--- src/rtl/jtframe_spihost_pkg.sv ---
// jtframe_spihost_pkg: FSM states, MiST command codes and length clamp for jtframe_spi_host
package jtframe_spihost_pkg;
  typedef enum logic [2:0] {IDLE, SETUP, SHIFT, NEXT, HOLD, GAP} state_t;
  localparam logic [7:0] UIO_JOYSTICK0   = 8'h02;
  localparam logic [7:0] UIO_JOYSTICK1   = 8'h03;
  localparam logic [7:0] UIO_SET_STATUS2 = 8'h1E;
  localparam logic [7:0] OSD_CMD_WRITE   = 8'h20;
  function automatic logic [2:0] clamp_len(input logic [2:0] l);
    return l > 3'd4 ? 3'd4 : l;
  endfunction
endpackage

--- src/rtl/jtframe_spi_shifter.sv ---
// jtframe_spi_shifter: mode-0 SCK divider and MSB-first byte shifter.
// MISO capture exists only with JTFRAME_SPIHOST_RX_EN; otherwise byte_out is 0.
module jtframe_spi_shifter #(
  parameter int CLKDIV = 4
) (
  input  logic       clk,
  input  logic       rst,
  input  logic       start,
  input  logic [7:0] byte_in,
  input  logic       miso,
  output logic       sck,
  output logic       mosi,
  output logic       done,
  output logic [7:0] byte_out
);
  logic [7:0] div_q, sr_q;
  logic [2:0] bit_q;
  logic       sck_q, run_q;
  logic       tick, rise;
  assign tick = run_q && div_q == 8'(CLKDIV - 1);
  assign done = tick && !sck_q && bit_q == 3'd7;
  // start raises SCK at once, so the first rise lands on the cycle after start
  assign rise = start || (tick && !sck_q && bit_q != 3'd7);
  assign sck  = sck_q;
  assign mosi = sr_q[7];
  always_ff @(posedge clk)
    if (rst) begin
      div_q <= '0;
      sr_q  <= '0;
      bit_q <= '0;
      sck_q <= 1'b0;
      run_q <= 1'b0;
    end else if (start) begin
      div_q <= '0;
      sr_q  <= byte_in;
      bit_q <= '0;
      sck_q <= 1'b1;
      run_q <= 1'b1;
    end else if (tick) begin
      div_q <= '0;
      sck_q <= !sck_q && !done;
      if (sck_q) sr_q <= sr_q << 1;
      if (!sck_q) bit_q <= bit_q + 3'd1;
      if (done) run_q <= 1'b0;
    end else if (run_q) begin
      div_q <= div_q + 8'd1;
    end
`ifdef JTFRAME_SPIHOST_RX_EN
  logic [7:0] rx_q;
  always_ff @(posedge clk)
    if (rst) rx_q <= '0;
    else if (rise) rx_q <= {rx_q[6:0], miso};
  assign byte_out = rx_q;
`else
  logic unused_rx;
  assign unused_rx = miso ^ rise;
  assign byte_out  = '0;
`endif
endmodule

--- src/rtl/jtframe_spi_host.sv ---
// jtframe_spi_host: MiST user_io/OSD SPI initiator (command byte + 0-4 payload bytes on SS2/SS3).
// Define JTFRAME_SPIHOST_RX_EN to capture MISO bytes on rx_data/rx_valid.
module jtframe_spi_host #(
  parameter int CLKDIV = 4,
  parameter int GAP    = 8
) (
  input  logic        clk,
  input  logic        rst,
  input  logic        cmd_valid,
  output logic        cmd_ready,
  input  logic        cmd_sel,
  input  logic [7:0]  cmd_code,
  input  logic [2:0]  cmd_len,
  input  logic [31:0] cmd_data,
  output logic        busy,
  output logic [7:0]  rx_data,
  output logic        rx_valid,
  output logic        spi_sck,
  output logic        spi_di,
  input  logic        spi_do,
  output logic        spi_ss2,
  output logic        spi_ss3
);
  import jtframe_spihost_pkg::*;
  state_t      state_q, state_d;
  logic [7:0]  tmr_q, code_q, byte_in, nxt_byte, sh_byte;
  logic [31:0] data_q;
  logic [2:0]  len_q, idx_q;
  logic        sel_q, tmr_end, more, ss_act, start, sh_mosi, sh_done;
  assign more     = idx_q < len_q;
  assign nxt_byte = data_q[{idx_q[1:0], 3'b000} +: 8];
  assign tmr_end  = tmr_q == (state_q == jtframe_spihost_pkg::GAP ? 8'(GAP - 1) : 8'(CLKDIV - 1));
  always_ff @(posedge clk)
    if (rst) begin
      state_q <= IDLE;
      tmr_q   <= '0;
      sel_q   <= 1'b0;
      code_q  <= '0;
      len_q   <= '0;
      data_q  <= '0;
      idx_q   <= '0;
    end else begin
      state_q <= state_d;
      tmr_q   <= state_d != state_q ? 8'd0 : tmr_q + 8'd1;
      if (cmd_valid && cmd_ready) begin
        sel_q  <= cmd_sel;
        code_q <= cmd_code;
        len_q  <= clamp_len(cmd_len);
        data_q <= cmd_data;
        idx_q  <= '0;
      end
      if (state_q == NEXT && more) idx_q <= idx_q + 3'd1;
    end
  always_comb begin
    state_d = state_q;
    case (state_q)
      IDLE:    if (cmd_valid) state_d = SETUP;
      SETUP:   if (tmr_end) state_d = SHIFT;
      SHIFT:   if (sh_done) state_d = NEXT;
      NEXT:    state_d = more ? SHIFT : HOLD;
      HOLD:    if (tmr_end) state_d = jtframe_spihost_pkg::GAP;
      default: if (tmr_end) state_d = IDLE;
    endcase
  end
  // MOSI shows the next byte's MSB during SETUP/NEXT so it is stable before the following rise
  always_comb begin
    cmd_ready = state_q == IDLE;
    busy      = state_q != IDLE;
    ss_act    = state_q inside {SETUP, SHIFT, NEXT, HOLD};
    start     = (state_q == SETUP && tmr_end) || (state_q == NEXT && more);
    byte_in   = state_q == SETUP ? code_q : nxt_byte;
    spi_di    = state_q == SETUP ? code_q[7] :
                state_q == SHIFT ? sh_mosi :
                state_q == NEXT && more ? nxt_byte[7] : 1'b0;
  end
  assign spi_ss2 = !(ss_act && !sel_q);
  assign spi_ss3 = !(ss_act && sel_q);
  jtframe_spi_shifter #(.CLKDIV(CLKDIV)) u_shifter (
    .clk      (clk),
    .rst      (rst),
    .start    (start),
    .byte_in  (byte_in),
    .miso     (spi_do),
    .sck      (spi_sck),
    .mosi     (sh_mosi),
    .done     (sh_done),
    .byte_out (sh_byte)
  );
`ifdef JTFRAME_SPIHOST_RX_EN
  logic [7:0] rx_data_q;
  logic       rx_valid_q;
  always_ff @(posedge clk)
    if (rst) begin
      rx_data_q  <= '0;
      rx_valid_q <= 1'b0;
    end else begin
      rx_valid_q <= state_q == SHIFT && sh_done;
      if (state_q == SHIFT && sh_done) rx_data_q <= sh_byte;
    end
  assign rx_data  = rx_data_q;
  assign rx_valid = rx_valid_q;
`else
  logic [7:0] unused_byte;
  assign unused_byte = sh_byte;
  assign rx_data     = '0;
  assign rx_valid    = 1'b0;
`endif
endmodule

--- config.mk ---
export PLATFORM = sky130hd
export DESIGN_NAME = jtframe_spi_host
export DESIGN_NICKNAME = d
export VERILOG_FILES = /design/src/rtl/jtframe_spihost_pkg.sv /design/src/rtl/jtframe_spi_shifter.sv /design/src/rtl/jtframe_spi_host.sv
export SDC_FILE = /design/constraint.sdc
export NUM_CORES = 1
export LEC_CHECK = 0
export CAP_MARGIN = 15
export CORE_MARGIN = 2
export CORE_UTILIZATION = 46
export CTS_BUF_LIST = sky130_fd_sc_hd__clkbuf_16
export CTS_CLUSTER_DIAMETER = 40
export CTS_CLUSTER_SIZE = 40
export DETAILED_ROUTE_END_ITERATION = 7
export MAX_ROUTING_LAYER = met4
export PLACE_DENSITY_LB_ADDON = 0.2
export REMOVE_ABC_BUFFERS = 1
export SYNTH_ARGS = -nofsm -noshare
export SYNTH_HDL_FRONTEND = slang
export SYNTH_HIERARCHICAL = 1
export SYNTH_SLANG_ARGS = --single-unit
--- constraint.sdc ---
create_clock -name clk -period 3.25 [get_ports clk]
set_input_delay 0.325 -clock clk [delete_from_list [all_inputs] [get_ports clk]]
set_output_delay 0.325 -clock clk [all_outputs]
set_load 0.1 [all_outputs]
=== Word-level counts from Yosys, hierarchy flattened ===
Cells that the tools add are included.

* Register bits: 79
* Logic and storage cells: 80

* Equal/unequal tests: 9
* Shift operators: 1
* Multiplexer cells: 23
* Reductions and logical operators: 28
* Bitwise logic cells: 1
* Magnitude comparators: 2
* Add/subtract/negate cells: 4

{| class="wikitable"
|+ Operators by type and width
! cell !! count
|-
| 8-bit 2-to-1 mux || 4
|-
| 32-bit by 6-bit variable part select with 8-bit output || 1
|-
| 3-bit 2-to-1 mux || 10
|-
| 8-bit by 1-bit adder with 8-bit output, second input constant || 2
|-
| 3-bit case mux with 5 select lines || 1
|-
| 3-bit == test, second input constant || 3
|-
| 1-bit logical AND || 9
|-
| 8-bit by 2-bit == test with 1-bit output, second input constant || 1
|-
| 8-bit by 3-bit == test with 1-bit output || 1
|-
| 1-bit 2-to-1 mux || 8
|-
| 2-bit nonzero test || 4
|-
| 3-bit by 1-bit adder with 3-bit output, second input constant || 2
|-
| 3-bit by 2-bit == test with 1-bit output, second input constant || 2
|-
| 2-bit AND reduction || 3
|-
| 1-bit logical NOT || 5
|-
| 4-bit nonzero test || 1
|-
| 2-bit OR reduction || 2
|-
| 3-bit by 1-bit == test with 1-bit output, second input constant || 1
|-
| 3-bit > comparator, second input constant || 1
|-
| 3-bit logical NOT || 1
|-
| 3-bit < comparator || 1
|-
| 3-bit inequality test || 1
|-
| 3-bit nonzero test || 1
|-
| 3-bit OR reduction || 1
|-
| 2 further kinds || 2
|}

=== Longest topological paths before layout ===
Gate-level depths: netlist of run 1.

* Depth in word-level cells: 8
* Depth in mapped cells: 10
* Depth with buffers taken out: 9

=== Hierarchy ===
The synthesis of run 1 kept the hierarchy.

{| class="wikitable"
|+ By module, submodules not included
! module !! area an instance (um^2) !! sequential area each (um^2) !! cells an instance !! times used
|-
| jtframe_spi_host || 2,771.4 || 1,161.1 || 330 || 1
|-
| jtframe_spi_shifter || 1,111.1 || 420.4 || 125 || 1
|}

=== Worst setup path after synthesis of run 1 ===
OpenSTA, ideal clock, no wires.

* Path type: register to output
* Start: register state_q[2]
* End: output port spi_ss2
* Data required time: 2.925 ns
* Slack: 0.014 ns
* Data arrival time: 2.911 ns
* Cell stages (with the launch flop): 5
* Path buffers: 1
* Cell sequence: dfxtp_1 -> clkbuf_1 -> or3_1 -> inv_1 -> or3_1

* Word-level cells in the longest chain between the ends: 4
* Elaborated cells on any way between the ends: 7
* Classes of those cells: eq/ne: 4; reduce/logical: 3

{| class="wikitable"
|+ Ends and longest elaborated chain
! item !! RTL line !! text
|-
| start: declaration || jtframe_spi_host.sv:25 || <nowiki>state_t state_q, state_d;</nowiki>
|-
| start signal: assignment || jtframe_spi_host.sv:43 || <nowiki>state_q <= state_d;</nowiki>
|-
| 3-bit by 1-bit == test with 1-bit output, or another cell as far along || jtframe_spi_host.sv:69 || <nowiki>ss_act = state_q inside {SETUP, SHIFT, NEXT, HOLD};</nowiki>
|-
| 4-bit nonzero test * || jtframe_spi_host.sv:69 ||
|-
| 1-bit logical AND * || jtframe_spi_host.sv:76 || <nowiki>assign spi_ss2 = !(ss_act && !sel_q);</nowiki>
|-
| 1-bit logical NOT * || jtframe_spi_host.sv:76 ||
|-
| end: declaration || jtframe_spi_host.sv:21 || <nowiki>output logic spi_ss2,</nowiki>
|}

Mark *: on every way between the ends. The rest lies on a longest branch, timed or not.

=== Final worst setup path of run 1 ===
* Start: register idx_q[0]
* End: output port spi_di

* Word-level cells in the longest chain between the ends: 5
* Elaborated cells on any way between the ends: 6
* Classes of those cells: order compare: 1; shift: 1; mux: 3; reduce/logical: 1

{| class="wikitable"
|+ Ends and longest elaborated chain
! item !! RTL line !! text
|-
| start: declaration || jtframe_spi_host.sv:28 || <nowiki>logic [2:0] len_q, idx_q;</nowiki>
|-
| start signal: assignment || jtframe_spi_host.sv:52 || <nowiki>if (state_q == NEXT && more) idx_q <= idx_q + 3'd1;</nowiki>
|-
| branches (longest 2 deep; another with 32-bit by 6-bit variable part select with 8-bit output) || n/a ||
|-
| 1-bit 2-to-1 mux * || jtframe_spi_host.sv:74 || <nowiki>state_q == NEXT && more ? nxt_byte[7] : 1'b0;</nowiki>
|-
| 1-bit 2-to-1 mux * || jtframe_spi_host.sv:73 || <nowiki>state_q == SHIFT ? sh_mosi :</nowiki>
|-
| 1-bit 2-to-1 mux * || jtframe_spi_host.sv:72 || <nowiki>spi_di = state_q == SETUP ? code_q[7] :</nowiki>
|-
| end: declaration || jtframe_spi_host.sv:19 || <nowiki>output logic spi_di,</nowiki>
|}

Every way passes the cells marked *.

==> impl_metrics.toml, run 1 <==
[yosys]
synth.avg_cell_area_um2 = 8.562
postSynthCellCount = 446
yosysWarnings = 6
synth_area_um2 = 3819

[final_layout]
area_growth_pct = 20.90
final_cell_area_um2 = 4617
drive_gt1_frac = 0.1120
post-route-util = 0.5676
nNetsFinal = 541
final_cells = 596
num-fill-cells = 749
antennaDiodeCount = 0

[clock_tree]
cts_root_buffer = "clkbuf_16"
cts_hold_repair.buffers = 0
cts.path.max_buffers = 2
ctsResizeCount = 0
cts_tree = "done"
post_cts_buffers = 0
cts.clk_slew.worst_paths_ns = 0.06
cts_buffers = 9
h-tree-depth = 3
cts_sinks = 79
clk_latency_ns = 0.33

[placed_design]
portBuffers = 52
finalWeightedCongestion = 0.8282
dp_hpwl_um = 5129
dp_cells = 580
placed_area_um2 = 4334

[critical_path]
setup.worst_path.start_class = "flip-flop"
worstSetupEndpointType = "output port"
cp.required_ns = 2.92
worstSetupPathType = "reg -> out"
cp.arrival_ns = 2.35
cp_max_fo = 12

[route]
dr.pass1.iters = 4
first_iter_violations = 103
drc = 0
avgViaCountPerCell = 5.252
vias = 3130
post_drt_wl_per_cell_um = 12.91
routed_wl_um = 7695
detail-route-antenna-nets = 0

[timing]
setup_viol = 0
rsz0062_at_grt = "no"
fin_crit_sh = 0.8245
tightestPinTransition_ns = 0.7389
period_minus_slack_ns = 2.679
slew_violations = 0
slew_headroom = 0.5033
clock.fmax_mhz = 373.2
fin_skew_ns = 0.01041
hold_viol = 0

[global_routing]
antenna_found_initial = 0
grt_first_pass_wirelength_um = 13110
grt_overflow = 0
grt_pass1_vias = 2994
grt_max_degree = 58
grt_usage = 0.1872

[min_path]
min_path_type = "in -> reg"

[power_and_ir_drop]
power_density_nw_per_um2 = 503.3
p_leak_nw = 1.723
ir_drop_v = 0.0002588
finalPower_mw = 2.324

[floorplanning]
die-area_um2 = 9046
rows = 33
start_util = 0.4695
core_area_um2 = 8134
die_height_um = 95.11
die_w_um = 95.11
pin_count = 63

[run_status]
status = "finished, final reports clean"

[job]
maxCapViolations = 0
worst paths after layout:
path | start | end | slack [ns] | cells after the start
max | idx_q[0] | spi_di | 0.57 | 4
min | rst | u_shifter/sck | 0.33 | 2
max reg2reg | tmr_q[7] | u_shifter/sr_q[6] | 0.76 | 8
min reg2reg | code_q[3] | code_q[3] | 0.45 | 2
through the flow:
stage	setup TNS (ns)	hold WS [ns]	setup slack [ns]
4_1_cts	0	0.3192	0.4979
3_3_place_gp	0	0.4384	0.7878
2_1_floorplan	-0.04280	0.3941	-0.04280
6_report	0	0.3313	0.5705
5_1_grt	0	0.3341	0.4153
3_5_place_dp	0	0.4453	0.7493
routing by layer:
| layer | track usage | share of wire | up-vias |
|---|---|---|---|
| met5 | - | 0 | - |
| met4 | 0.07488 | 0.0091 | 0 |
| met3 | 0.02925 | 0.029 | 4 |
| met2 | 0.3128 | 0.48 | 55 |
| met1 | 0.2263 | 0.48 | 1454 |
| li1 | - | - | 1617 |
critical path, cell delays in order (launching register included):
cell and delay, ns:
dfxtp_1 0.78, mux4_2 0.61, nor2b_1 0.16, a31o_2 0.26
buf_4 0.23
registers in the layout (all words and copies together) (netlist names):
name             cells
idx_q                3
tmr_q                8
u_shifter/sck        1
data_q              32
code_q               8
sel_q                1
len_q                3
state_q              3
u_shifter/div_q      8
u_shifter/run_q      1
u_shifter/sr_q       8
u_shifter/bit_q      3
report_power, final:
part	total (mW)	switching (mW)	internal (mW)
Clock	0.935	0.412	0.523
Sequential	1.04	0.0307	1.01
Combinational	0.346	0.216	0.130
layout by cell type, fill, tap and decap left out, drive strengths merged, types with 4 or more instances in the layout:
master	instances
a21oi	58
a31oi	4
a41o	4
buf	14
clkbuf	9
clkdlybuf4s50	45
clkinvlp	5
conb	9
dfxtp	79
ha	7
inv	11
mux2	9
mux2i	14
mux4	8
nand2	101
nand3	8
nand4	5
nor2	24
nor3	6
o21ai	8
or3	7
xor2	9
cell type report:
class / count / area, um^2 / share of cell area
clock inverters: 7 / 57.56 / 0.01247
well taps: 105 / 131.4 / 0.02846
clock buffers: 9 / 225.2 / 0.04878
inverters: 10 / 37.54 / 0.008130
multi-input cells: 327 / 2031 / 0.4398
flip-flops and latches: 79 / 1582 / 0.3425
repair buffers: 59 / 553.0 / 0.1198
(Power assumes the default switching activity.)
==> run 2, diff against run 1 <==
- clock period: 3.25 -> 2.3 ns (I/O delays scaled with it)
==> run 2 against run 1 <==
  * Setup slack lost 0.46 ns
  * Clock skew decreased by 0.0058 ns
  * Register-to-register slack worse by 0.61 ns
  * Non-clock buffer count grew 18
  * Hold slack gained 0.023 ns
  * Flip-flop and latch count unchanged
==> impl_metrics.toml, run 2 (synthesis gave the netlist of run 1 again) <==
[final_layout]
largest_reg_flops = 32
largest_register = "data_q"
post-route-util = 0.5938
final_common_cell = "nand2_1"
drive_gt1_frac = 0.1434
nNetsFinal = 559
antennaDiodeCount = 0
final_cell_area_um2 = 4830
mostFrequentLayoutCells = "nand2_1, dfxtp_1, a21oi_1"
final_cells = 614
area_growth_pct = 26.47

[clock_tree]
cts_buffers = 9
cts_hold_repair.buffers = 0
cts_tree = "done"
cts_sinks = 79
h-tree-depth = 3
clk_latency_ns = 0.33
cts_root_buffer = "clkbuf_16"
cts.clk_slew.worst_paths_ns = 0.06
cts.path.max_buffers = 2

[route]
dr.pass1.iters = 4
routed_wl_um = 8029
post_drt_wl_per_cell_um = 13.08
drc = 0
vias = 3226
first_iter_violations = 125
detail-route-antenna-nets = 0
avgViaCountPerCell = 5.254

[timing]
finalWorstSetupSlack_ns = 0.1133
slew_violations = 0
clock.fmax_mhz = 457.3
fin_crit_sh = 0.9508
finalSetupTns_ns = 0
period_minus_slack_ns = 2.187
setup_viol = 0
worst_hold_slack_ns = 0.3544
hold_viol = 0
fin_skew_ns = 0.004595
rsz0062_at_grt = "yes"

[floorplanning]
die_height_um = 95.11
rows = 33
die_w_um = 95.11
pin_count = 63
core_area_um2 = 8134
die-area_um2 = 9046
start_util = 0.4695

[critical_path]
r2r_start = "tmr_q[7]"
cp.arrival_ns = 1.96
cp_max_fo = 8
cp_slowest_stage_delay_ns = 0.51
cpMostUsedCell = "buf_12"
crit_chain = "buf_12, mux4_2, nor2b_1, a31o_2, buf_12"
setup.worst_path.start_class = "flip-flop"
cp.required_ns = 2.07
worstSetupPathType = "reg -> out"
crit_start = "idx_q[0]"
worstSetupEndpointType = "output port"
critPathSlowestCell = "mux4_2"

[placed_design]
portBuffers = 52
dp_slack_ns = 0.08213
placed_area_um2 = 4509
finalWeightedCongestion = 0.8660
dp_cells = 595
dp_hpwl_um = 5455

[global_routing]
grt_max_degree = 41
grt_pass1_vias = 3051
grt_first_pass_wirelength_um = 13540
antenna_found_initial = 0
grt_overflow = 0
grt_usage = 0.1931

[power_and_ir_drop]
power_density_nw_per_um2 = 699.0
p_leak_nw = 1.858
ir_drop_v = 0.0003477
finalPower_mw = 3.376

[min_path]
min_path_type = "in -> reg"
worstHoldStart = "rst"

[job]
maxCapViolations = 0

[run_status]
status = "finished, final reports clean"
## run 2: cell type report
class | count | area, um^2
clock buffer | 9 | 225.2
inverter | 10 | 37.54
clock inverter | 7 | 63.81
fill | 725 | 3304
timing repair buffer | 77 | 754.5
multi-input combinational | 327 | 2034
tap | 105 | 131.4
sequential | 79 | 1583
## run 2: layer usage
| metal | vias up | GRT usage | part of all wire |
|---|---|---|---|
| li1 | 1652 | - | - |
| met1 | 1511 | 0.2393 | 0.47 |
| met2 | 53 | 0.3210 | 0.49 |
| met3 | 10 | 0.02609 | 0.027 |
| met4 | 0 | 0.07246 | 0.012 |
| met5 | - | - | 0 |
## run 2: final timing paths
kind / endpoint / slack, ns / depth (start not counted)
setup / recovery: spi_di / 0.11 / 5
hold / removal: data_q[14] / 0.35 / 2
setup reg to reg: u_shifter/sr_q[4] / 0.15 / 8
hold reg to reg: data_q[22] / 0.45 / 2
## run 2: where the power goes
part / total, mW / internal [mW] / switching (mW)
clock: 1.37 / 0.830 / 0.542
sequential: 1.47 / 1.43 / 0.0385
combinational: 0.534 / 0.215 / 0.319
total: 3.38 / 2.48 / 0.900
## run 2: critical path, delay by kind of cell (launching register included)
kind / cells / cell delay, ns
buffers and inverters: 2 / 0.32
AO/OA/AOI/OAI: 1 / 0.26
multiplexers: 1 / 0.51
flip-flops: 1 / 0.38
AND/OR/NAND/NOR: 1 / 0.16
## run 2: what timing repair did
action	in CTS	in global routing
resized for setup	0	3
buffers inserted	0	3
endpoints found under the setup margin	0	15
==> run 3, diff against run 2 <==
- ABC_AREA: unset -> 0
- CELL_PAD_IN_SITES_DETAIL_PLACEMENT: unset -> 1
- CELL_PAD_IN_SITES_GLOBAL_PLACEMENT: unset -> 2
- CORE_UTILIZATION: 46 -> 29
==> run 3 against run 2 <==
  * Maximum frequency grew 1.3%
  * Non-clock buffer count rose by 8
  * Routed wire length up 21%
  * Critical endpoint is now u_shifter/sr_q[6]
==> impl_metrics.toml, run 3 (synthesis gave the netlist of run 1 again) <==
[critical_path]
cp.arrival_ns = 2.38
reg2reg_to = "u_shifter/sr_q[6]"
cp-endpoint = "u_shifter/sr_q[6]"
worstSetupPathType = "reg -> reg"
cp_max_fo = 8
setup.worst_path.start_class = "flip-flop"
r2r_setup_slack_ns = 0.14
critPathSlowestCell = "or4_4"
r2r_start = "tmr_q[4]"
crit_start = "tmr_q[4]"
worstSetupEndpointType = "flip-flop"
crit_chain = "or4_4, nor3_4, mux2i_1, nor2_1, buf_6, buf_6, mux2i_1, a41o_1, a21oi_1"
ff2ff_path_depth = 9
cp.required_ns = 2.52
cp_slowest_stage_delay_ns = 0.57

[route]
routed_wl_um = 9709
dr.pass1.iters = 4
drc = 0
avgViaCountPerCell = 4.763
highest_layer = "met4"
met3WireLength_um = 306
first_iter_violations = 93
vias = 3282
post_drt_wl_per_cell_um = 14.09
detail-route-antenna-nets = 0
routed-wl-met2_um = 4612
met1_length_um = 4673

[timing]
tightestPinTransition_ns = 0.5681
period_minus_slack_ns = 2.159
fin_skew_ns = 0.003069
setup_viol = 0
slew_violations = 0
clock.fmax_mhz = 463.2
fin_crit_sh = 0.9387
hold_viol = 0
rsz0062_at_grt = "yes"
slew_headroom = 0.6212

[final_layout]
drive_gt1_frac = 0.1683
mostFrequentLayoutCells = "nand2_1, dfxtp_1, a21oi_1"
nNetsFinal = 567
largest_reg_flops = 32
final_cells = 689
final_common_cell = "nand2_1"
largest_register = "data_q"
post-route-util = 0.3986
area_growth_pct = 32.80
antennaDiodeCount = 0
final_cell_area_um2 = 5071

[power_and_ir_drop]
power_frac_clock = 0.451
p_comb_frac = 0.152
intPower_mw = 2.724
switching_share = 0.2622
p_seq_frac = 0.397
finalPower_mw = 3.691
ir_drop_v = 0.0002961
p_sw_uw = 967.7
power_density_nw_per_um2 = 727.9
p_leak_nw = 1.937

[floorplanning]
die_height_um = 118.8
die-area_um2 = 14100
pin_count = 63
rows = 41
die_w_um = 118.8
core_area_um2 = 12720
start_util = 0.3002

[clock_tree]
cts.clk_slew.worst_paths_ns = 0.06
clk_latency_ns = 0.34
cts_hold_repair.buffers = 0
cts_tree = "done"
cts_root_buffer = "clkbuf_16"
cts.path.max_buffers = 2
cts_sinks = 79
cts_buffers = 9
h-tree-depth = 3

[placed_design]
dp_hpwl_um = 6956
finalWeightedCongestion = 0.8010
portBuffers = 52
placed_area_um2 = 4651
dp_cells = 668

[global_routing]
antenna_found_initial = 0
grt_pass1_vias = 3280
grt_first_pass_wirelength_um = 16080
grt_max_degree = 46
grt_overflow = 0
grt_usage = 0.1469

[job]
maxCapViolations = 0

[min_path]
min_path_type = "in -> reg"

[run_status]
status = "finished, final reports clean"
-- run 3: what timing repair did --
item                       4_1_cts  5_1_grt
hold endpoints to repair         0        0
gates resized for setup          1       11
setup endpoints to repair        1        9
pin swaps                        0        5
buffers inserted                 0        5
-- run 3: final cells by class --
class / instances / area [um^2]
Clock buffer: 9 / 225.2
Clock inverter: 7 / 120.1
Fill cell: 1537 / 7651
Inverter: 10 / 37.54
Multi-Input combinational cell: 327 / 2051
Sequential cell: 79 / 1588
Tap cell: 172 / 215.2
Timing Repair Buffer: 85 / 834.6
-- run 3: how the worst min path moves through the flow --
stage	depth (start not counted)	start	slack, ns	to
after floorplan	1	rst	0.30	code_q[0]
after global routing	2	rst	0.42	idx_q[0]
after detailed placement	2	code_q[0]	0.45	code_q[0]
after CTS	2	rst	0.38	idx_q[0]
after global placement	2	code_q[3]	0.44	code_q[3]
final	2	rst	0.38	idx_q[0]
-- run 3: critical path, delay by kind of cell, from the launching register on --
kind                   cells  cell delay, ns
buffers and inverters      2            0.28
AOI/OAI and AO/OA          2            0.22
muxes                      2            0.28
and+or+nand+nor            3            0.93
DFF                        1            0.32
-- run 3: power by group through the flow --
stage	sequential, mW	combinational (mW)	clock, mW
detailed placement	1.50	0.569	0
global placement	1.49	0.559	0
CTS	1.47	0.571	1.72
floorplan	1.49	0.328	0
finish	1.47	0.563	1.66
global route	1.47	0.615	1.78
-- run 3: per-layer routing --
| layer | vias up | GRT usage |
|---|---|---|
| met5 | - | - |
| met4 | 0 | 0.04911 |
| met3 | 8 | 0.03571 |
| met2 | 41 | 0.2346 |
| met1 | 1568 | 0.1818 |
| li1 | 1665 | - |
-- run 3: through the flow --
step / setup TNS [ns] / setup slack [ns] / hold slack (ns)
2_1_floorplan: -10.62 / -0.8978 / 0.2991
3_3_place_gp: 0 / 0.1972 / 0.4380
3_5_place_dp: 0 / 0.1513 / 0.4457
4_1_cts: 0 / 0.1121 / 0.3806
5_1_grt: -0.01135 / -0.01042 / 0.4229
6_report: 0 / 0.1410 / 0.3836
